`src/rtl/sigma_adc_defs.sv`:
```
// Shared constants and width helpers for the sigma-delta ADC front end.
package sigma_adc_defs;
    localparam int CIC_ORDER    = 2;
    localparam int WARMUP_TICKS = 2;
    localparam int WARM_W       = $clog2(WARMUP_TICKS + 1);

    function automatic int cic_width(input int decim_log2);
        return CIC_ORDER * decim_log2 + 1;
    endfunction

    function automatic int decim_ratio(input int decim_log2);
        return 1 << decim_log2;
    endfunction

    function automatic int sat_max(input int nbits);
        return (1 << (nbits - 1)) - 1;
    endfunction
endpackage

```
`src/rtl/cic2_decim.sv`:
```
// Second-order CIC (sinc2) decimator: integrators run every clock, combs run on each
// decimation tick. c2_o is the comb result valid in the tick cycle (tick_o=1).
module cic2_decim
    import sigma_adc_defs::*;
#(
    parameter int DECIM_LOG2 = 8,
    parameter int W          = cic_width(DECIM_LOG2)
) (
    input  logic         clk_i,
    input  logic         rst_i,
    input  logic         bit_i,
    output logic [W-1:0] c2_o,
    output logic         tick_o
);
    logic [W-1:0]          i1_q, i1_d;
    logic [W-1:0]          i2_q, i2_d;
    logic [W-1:0]          i2_prev_q, i2_prev_d;
    logic [W-1:0]          c1_prev_q, c1_prev_d;
    logic [W-1:0]          c1;
    logic [DECIM_LOG2-1:0] cnt_q, cnt_d;

    always_comb begin
        i1_d      = i1_q + W'(bit_i);
        i2_d      = i2_q + i1_d;
        cnt_d     = cnt_q + DECIM_LOG2'(1);
        tick_o    = (cnt_q == DECIM_LOG2'(decim_ratio(DECIM_LOG2) - 1));
        // Combs take the integrator value being written this edge (I2_next).
        c1        = i2_d - i2_prev_q;
        c2_o      = c1 - c1_prev_q;
        i2_prev_d = i2_prev_q;
        c1_prev_d = c1_prev_q;
        if (tick_o) begin
            i2_prev_d = i2_d;
            c1_prev_d = c1;
        end
    end

    always_ff @(posedge clk_i or negedge rst_i) begin
        if (!rst_i) begin
            i1_q      <= '0;
            i2_q      <= '0;
            i2_prev_q <= '0;
            c1_prev_q <= '0;
            cnt_q     <= '0;
        end else begin
            i1_q      <= i1_d;
            i2_q      <= i2_d;
            i2_prev_q <= i2_prev_d;
            c1_prev_q <= c1_prev_d;
            cnt_q     <= cnt_d;
        end
    end
endmodule

```
`src/rtl/sigma_adc.sv`:
```
// Sigma-delta ADC front end: comparator synchroniser and feedback register, sinc2
// decimation, scaling to signed PCM and a valid/ready output with sticky overrun.
module sigma_adc
    import sigma_adc_defs::*;
#(
    parameter int NBITS      = 16,
    parameter int DECIM_LOG2 = 8
) (
    input  logic             clk_i,
    input  logic             rst_i,
    input  logic             comp_i,
    output logic             fb_o,
    output logic [NBITS-1:0] sample_o,
    output logic             valid_o,
    input  logic             ready_i,
    output logic             overrun_o,
    input  logic             clear_i
);
    localparam int W     = cic_width(DECIM_LOG2);
    localparam int SHIFT = 2 * DECIM_LOG2 - NBITS;
    localparam logic signed [W:0] OFFSET = (W+1)'(1 << (NBITS - 1));
    localparam logic signed [W:0] SAT_HI = (W+1)'(sat_max(NBITS));

    if (2 * DECIM_LOG2 < NBITS) begin : g_bad_params
        $error("sigma_adc: 2*DECIM_LOG2 must be >= NBITS");
    end

    function automatic logic [NBITS-1:0] scale_sat(input logic [W-1:0] c2);
        logic [W-1:0]      u;
        logic signed [W:0] s;
        u = c2 >> SHIFT;
        s = $signed({1'b0, u}) - OFFSET;
        if (s > SAT_HI) return NBITS'(SAT_HI);
        return NBITS'(s);
    endfunction

    logic              sync1_q, sync1_d;
    logic              sync2_q, sync2_d;
    logic              fb_q, fb_d;
    logic [NBITS-1:0]  sample_q, sample_d;
    logic              valid_q, valid_d;
    logic              overrun_q, overrun_d;
    logic [WARM_W-1:0] warm_q, warm_d;
    logic [W-1:0]      c2;
    logic              tick;
    logic              emit;

    cic2_decim #(
        .DECIM_LOG2(DECIM_LOG2)
    ) u_cic (
        .clk_i (clk_i),
        .rst_i (rst_i),
        .bit_i (fb_q),
        .c2_o  (c2),
        .tick_o(tick)
    );

    always_comb begin
        sync1_d   = comp_i;
        sync2_d   = sync1_q;
        fb_d      = sync2_q;
        warm_d    = warm_q;
        sample_d  = sample_q;
        valid_d   = valid_q;
        overrun_d = overrun_q;
        emit      = tick && (warm_q == WARM_W'(WARMUP_TICKS));
        if (tick && !emit) warm_d = warm_q + WARM_W'(1);
        if (valid_q && ready_i) valid_d = 1'b0;
        if (clear_i) overrun_d = 1'b0;
        // A new sample only replaces an unconsumed one if it is being taken this cycle.
        if (emit) begin
            if (!valid_q || ready_i) begin
                sample_d = scale_sat(c2);
                valid_d  = 1'b1;
            end else begin
                overrun_d = 1'b1;
            end
        end
    end

    always_ff @(posedge clk_i or negedge rst_i) begin
        if (!rst_i) begin
            sync1_q   <= 1'b0;
            sync2_q   <= 1'b0;
            fb_q      <= 1'b0;
            warm_q    <= '0;
            sample_q  <= '0;
            valid_q   <= 1'b0;
            overrun_q <= 1'b0;
        end else begin
            sync1_q   <= sync1_d;
            sync2_q   <= sync2_d;
            fb_q      <= fb_d;
            warm_q    <= warm_d;
            sample_q  <= sample_d;
            valid_q   <= valid_d;
            overrun_q <= overrun_d;
        end
    end

    assign fb_o      = fb_q;
    assign sample_o  = sample_q;
    assign valid_o   = valid_q;
    assign overrun_o = overrun_q;
endmodule

```
`config.mk`:
```
export PLATFORM = sky130hd
export DESIGN_NAME = sigma_adc
export DESIGN_NICKNAME = d
export VERILOG_FILES = /design/src/rtl/sigma_adc_defs.sv /design/src/rtl/cic2_decim.sv /design/src/rtl/sigma_adc.sv
export SDC_FILE = /design/constraint.sdc
export NUM_CORES = 1
export LEC_CHECK = 0
export ABC_AREA = 1
export CAP_MARGIN = 10
export CELL_PAD_IN_SITES_DETAIL_PLACEMENT = 0
export CELL_PAD_IN_SITES_GLOBAL_PLACEMENT = 1
export CORE_MARGIN = 4
export CORE_UTILIZATION = 35
export DETAILED_ROUTE_END_ITERATION = 12
export PLACE_DENSITY_LB_ADDON = 0.12
export SLEW_MARGIN = 25
export SYNTH_ARGS = -nofsm -noshare
export SYNTH_HDL_FRONTEND = slang
export SYNTH_HIERARCHICAL = 1
export SYNTH_SLANG_ARGS = --single-unit
```
`constraint.sdc`:
```
create_clock -name clk_i -period 10.4 [get_ports clk_i]
set_input_delay 1.04 -clock clk_i [delete_from_list [all_inputs] [get_ports clk_i]]
set_output_delay 1.04 -clock clk_i [all_outputs]
set_load 0.05 [all_outputs]
```
==> impl_metrics.toml, run 1 <==
[synth]
async_flop_share = 1.00
syn_nets = 806
ys_seq_area_frac = 0.395
synth-edff-count = 0
yosys_warnings = 6
syn_area_mm2 = 0.00627
synthFlopType = "dfrtp_1"
synthDistinctLibCells = 49
avgSynthCellArea_um2 = 8.44
synth-seq-cells = 99
syn_inst = 742

[floorplan]
chipHeight_um = 142
start_util = 0.360
fp.dieW_um = 142
io_pins = 24
die-area_mm2 = 0.0201
fp.coreArea_mm2 = 0.0174
std_cell_rows = 48

[setup_path]
cpPeakStageDelay_ps = 420
worstPathArrival_ps = 6500
slowest_stage = "ha_1"
worstSetupEndpointType = "flop"
start_kind = "flop"
critPathKind = "reg -> reg"
worstPathRequired_ps = 10620
crit_top_cell = "nand2_1"
path_max_fanout = 16

[sta]
max_freq_mhz = 159
worst_slew_pin_slew_ps = 772
setup_tns_ps = 0
relSlewSlack = 0.486
finalSetupViolCount = 0
final_max_slew_viol_count = 0
min_period_ps = 6280
hold_viol = 0
min_period_over_period = 0.604
clock_skew_ps = 10.4
rsz0062_at_grt = "no"

[clock_tree]
cts.repair.resized = 0
cts_buffers = 9
root_buffer = "clkbuf_16"
clock_path_buffers = 2
clk_pin_slew_ps = 70
cts_tree = "built"
h-tree-depth = 3
cts_hold_buf = 0
clock-sinks = 99
clkLatencyLatePin_ps = 350
post_cts_buffers = 0

[placed_design]
dp.cells = 985
place_congestion = 0.864
io_buffers = 23
placed_area_mm2 = 0.00675
hpwl_mm = 10.4

[global_routing]
antenna_found_initial = 0
grt_start_max_net_pins = 59
track_usage = 0.144
grt_pass1_vias = 4951
grt_pass1_wl_mm = 23.5
grt_overflow_total = 0

[flow_run]
maxCapViolCount = 0

[route]
vias = 4797
vias_per_cell = 4.79
drt_iter0_markers = 227
wl_mm = 13.6
route.detailed.drc = 0
ant_nets = 0
drt-wirelength-per-cell_um = 13.6
dr.pass1.iters = 4

[hold_path]
min_path_type = "reg -> reg"

[final_layout]
design_area_mm2 = 0.00709
final_layout_size_suffix_gt1_frac = 0.0889
nNetsFinal = 835
area_growth_pct = 13.2
insertedDiodeCount = 0
stdcell_count = 1001

[run_status]
status = "finished clean"
-- cells by family (layout without fill, tap and decap cells) --
logic type / after synthesis / count (layout) / share of synthesized area
AOI/OAI and AO/OA: 127 / 127 / 0.123
xor gates and xnor gates: 64 / 64 / 0.0895
adders and majority gates: 59 / 59 / 0.121
buffers and inverters: 117 / 151 / 0.0753
DFF: 99 / 99 / 0.395
and+or+nand+nor: 276 / 276 / 0.195
-- cell usage in the layout (no fill, tap or decap), types with 5 or more instances in the layout --
cell	count
nand2_1	137
inv_1	104
dfrtp_1	99
nor2_1	68
ha_1	56
xor2_1	42
a21oi_1	40
o21ai_0	39
nand3_1	32
xnor2_1	22
clkdlybuf4s50_1	22
a21oi_2	13
clkbuf_16	9
nand2_2	8
nand3_2	6
o21ai_1	6
nand4_1	5
buf_4	5
o21ai_2	5
-- cell type report --
class	count	area [um2]
timing repair buffer	27	258
multi-input combinational	526	3320
tap	225	282
clock inverter	7	121
inverter	108	408
fill	1788	10300
sequential	99	2480
clock buffer	9	225
-- routing by layer --
layer  track usage  up-vias  wire [um]
met1         0.188     2247       6620
met5             0        -          0
met4        0.0657        0        387
met3        0.0202       28        243
met2         0.238       64       6320
li1              -     2458          -
-- worst paths after layout --
path | from | to | slack [ps] | cells after the start
max | fb_o | sample_o[9] | 4120 | 35
min | sync1_q | fb_d | 350 | 0
max reg2reg | fb_o | sample_o[9] | 4120 | 35
min reg2reg | sync1_q | fb_d | 350 | 0
max in group asynchronous | rst_i | warm_q[1] | 8520 | 2
min in group asynchronous | rst_i | u_cic/i1_q[0] | 680 | 1
-- state kept, by name (all words and copies together), names as in the netlist --
register and count:
fb_d 1, fb_o 1, overrun_o 1, sample_o 16, sync1_q 1, u_cic/c1_prev_q 17, u_cic/cnt_q 8, u_cic/i1_q 17
u_cic/i2_prev_q 17, u_cic/i2_q 17, valid_o 1, warm_q 2
-- metrics by stage --
stage	setup slack, ps	util	hold slack [ps]
final	4120	0.407	355
after global routing	3400	0.407	369
after CTS	4060	0.407	359
after detailed placement	4090	0.387	341
after global placement	4060	0.387	337
after floorplan	4720	-	331
-- critical path, delay by kind of cell (launching register included) --
kind | cells | cell delay [ps]
AND/OR/NAND/NOR | 16 | 1830
adder cells (fa/ha/maj) | 6 | 1760
AO/OA/AOI/OAI | 7 | 1080
XOR/XNOR | 4 | 950
flip-flops | 1 | 370
buffers and inverters | 2 | 150
-- cells in the mapped netlist, types with 2 or more instances --
library cell / count / area, um2
a21oi_2: 13 / 114
a21boi_0: 2 / 15.0
o21ai_2: 5 / 43.8
o21a_1: 2 / 15.0
inv_2: 2 / 7.51
xnor2_1: 22 / 193
clkbuf_1: 4 / 15.0
a31oi_1: 3 / 18.8
nand3b_1: 2 / 15.0
o21ai_1: 6 / 30.0
nand3_2: 6 / 60.1
ha_1: 56 / 701
nand2_1: 137 / 514
o21bai_1: 3 / 22.5
inv_1: 104 / 390
a211oi_1: 2 / 15.0
and2_1: 2 / 12.5
a31o_2: 2 / 17.5
nand2_2: 8 / 50.1
nor3_1: 5 / 25.0
nand3_1: 32 / 160
buf_2: 2 / 10.0
xor2_1: 42 / 368
nor2_2: 3 / 18.8
o21ai_0: 39 / 195
nand2_4: 2 / 22.5
nor2_1: 68 / 255
a21o_1: 4 / 30.0
a21oi_1: 40 / 200
dfrtp_1: 99 / 2480
fa_1: 3 / 60.1
nand4_1: 5 / 31.3
Power of run 1 is left out: the tool's default activity adds up to more than one toggle a clock period on the data nets, which glitch-free logic cannot reach.
==> inputs of run 2 (changes only) <==
clock period = 6.24 ns   (was 10.4 ns; I/O delays follow)
==> impl_metrics.toml, run 2 (synthesis results as in run 1) <==
[floorplan]
fp.coreArea_mm2 = 0.0174
die-area_mm2 = 0.0201
std_cell_rows = 48
chipHeight_um = 142
fp.dieW_um = 142
io_pins = 24
start_util = 0.360

[global_routing]
grt_pass1_vias = 4863
grt_overflow_total = 0
antenna_found_initial = 0
track_usage = 0.148
grt_start_max_net_pins = 59
grt_pass1_wl_mm = 24.0

[final_layout]
area_growth_pct = 18.2
final_layout_size_suffix_gt1_frac = 0.153
final_cell_mix = "135 x nand2_1, 104 x inv_1, 99 x dfrtp_1"
final_common_cell = "nand2_1"
design_area_mm2 = 0.00741
insertedDiodeCount = 0
final_util = 0.425
n_fill_cell = 1786
nNetsFinal = 851

[route]
vias_per_cell = 4.72
route.detailed.drc = 0
drt_iter0_markers = 176
dr.pass1.iters = 4
vias = 4794
drt-wirelength-per-cell_um = 13.9
ant_nets = 0
wl_mm = 14.1

[clock_tree]
clk_pin_slew_ps = 70
clkLatencyLatePin_ps = 350
cts_tree = "built"
cts_buffers = 9
cts_hold_buf = 0
root_buffer = "clkbuf_16"
clock_path_buffers = 2
h-tree-depth = 3
clock-sinks = 99

[setup_path]
slowest_stage = "ha_1"
worstPathRequired_ps = 6470
start_kind = "flop"
cpPeakStageDelay_ps = 380
path_buf_inv = 2
worstSetupEndpointType = "flop"
path_max_fanout = 8
worstPathArrival_ps = 6090
crit_top_cell = "nand2_1"
crit_family = "adder cells"
critPathKind = "reg -> reg"

[hold_path]
min_path_type = "in -> async"

[sta]
worst_slew_pin_slew_ps = 771
finalSetupViolCount = 0
min_period_ps = 5860
min_period_over_period = 0.939
hold_slack_ps = 263
relSlewSlack = 0.486
clock_skew_ps = 6.31
hold_viol = 0
final_max_slew_viol_count = 0
max_freq_mhz = 171

[placed_design]
place_congestion = 0.786
hpwl_mm = 10.5
placed_area_mm2 = 0.00680
io_buffers = 23

[run_status]
status = "finished clean"

[flow_run]
maxCapViolCount = 0
==> run 2: cell types whose count changed in the layout (fill, tap and decap cells not counted), moves of 6 or more <==
cell / delta
ha_1: -9
a21oi_1: -6
xor2_2: +6
xor2_1: -6
buf_4: +15
a21oi_2: +6
nor2_1: -6
==> run 2: through the flow <==
| step | cells | setup slack, ps | setup TNS, ps |
|---|---|---|---|
| global route | 1015 | -64.9 | -751 |
| floorplan | 742 | 562 | 0 |
| CTS | 1007 | 80.0 | 0 |
| global placement | 992 | 82.1 | 0 |
| finish | 1015 | 379 | 0 |
| detailed placement | 992 | -51.6 | -440 |
==> run 2: timing repair <==
item,in CTS,in global routing
cloned,0,1
endpoints found under the setup margin,16,16
pin swaps,1,17
resized for setup,1,43
buffers inserted,1,7
==> run 2: routing by layer <==
| layer | global-route usage | vias to the layer above | share of wire |
|---|---|---|---|
| li1 | - | 2477 | - |
| met1 | 0.199 | 2257 | 0.48 |
| met2 | 0.245 | 44 | 0.48 |
| met3 | 0.0226 | 16 | 0.019 |
| met4 | 0.0480 | 0 | 0.016 |
| met5 | 0 | - | 0 |
==> run 2: worst register-to-register path: cells and delay by family, from the launching register on <==
kind / cells / cell delay [ps]
adders and majority gates: 6 / 1720
AOI/OAI and AO/OA: 8 / 1200
DFF: 1 / 370
xor gates and xnor gates: 4 / 790
and+or+nand+nor: 13 / 1540
buffers and inverters: 2 / 140
==> run 2: area by class of cell <==
cell class              instances  area [um2]  share of cell area
inverters                     108         408              0.0551
repair buffers                 42         370              0.0500
well taps                     225         282              0.0380
clock inverters                 4        52.6             0.00709
flip-flops and latches         99        2480               0.334
multi-input cells             527        3580               0.483
clock buffers                  10         239              0.0323
==> run 2: path summary, 6_finish.rpt <==
| check | startpoint | end | slack (ps) | cells after the start |
|---|---|---|---|---|
| max | fb_o | sample_o[14] | 380 | 33 |
| min | rst_i | fb_d | 260 | 1 |
| max reg2reg | fb_o | sample_o[14] | 380 | 33 |
| min reg2reg | sync1_q | fb_d | 350 | 0 |
| max in group asynchronous | rst_i | u_cic/cnt_q[5] | 4790 | 2 |
| min in group clk_i | sync1_q | fb_d | 350 | 0 |
Power of run 2 is left out for the same reason.
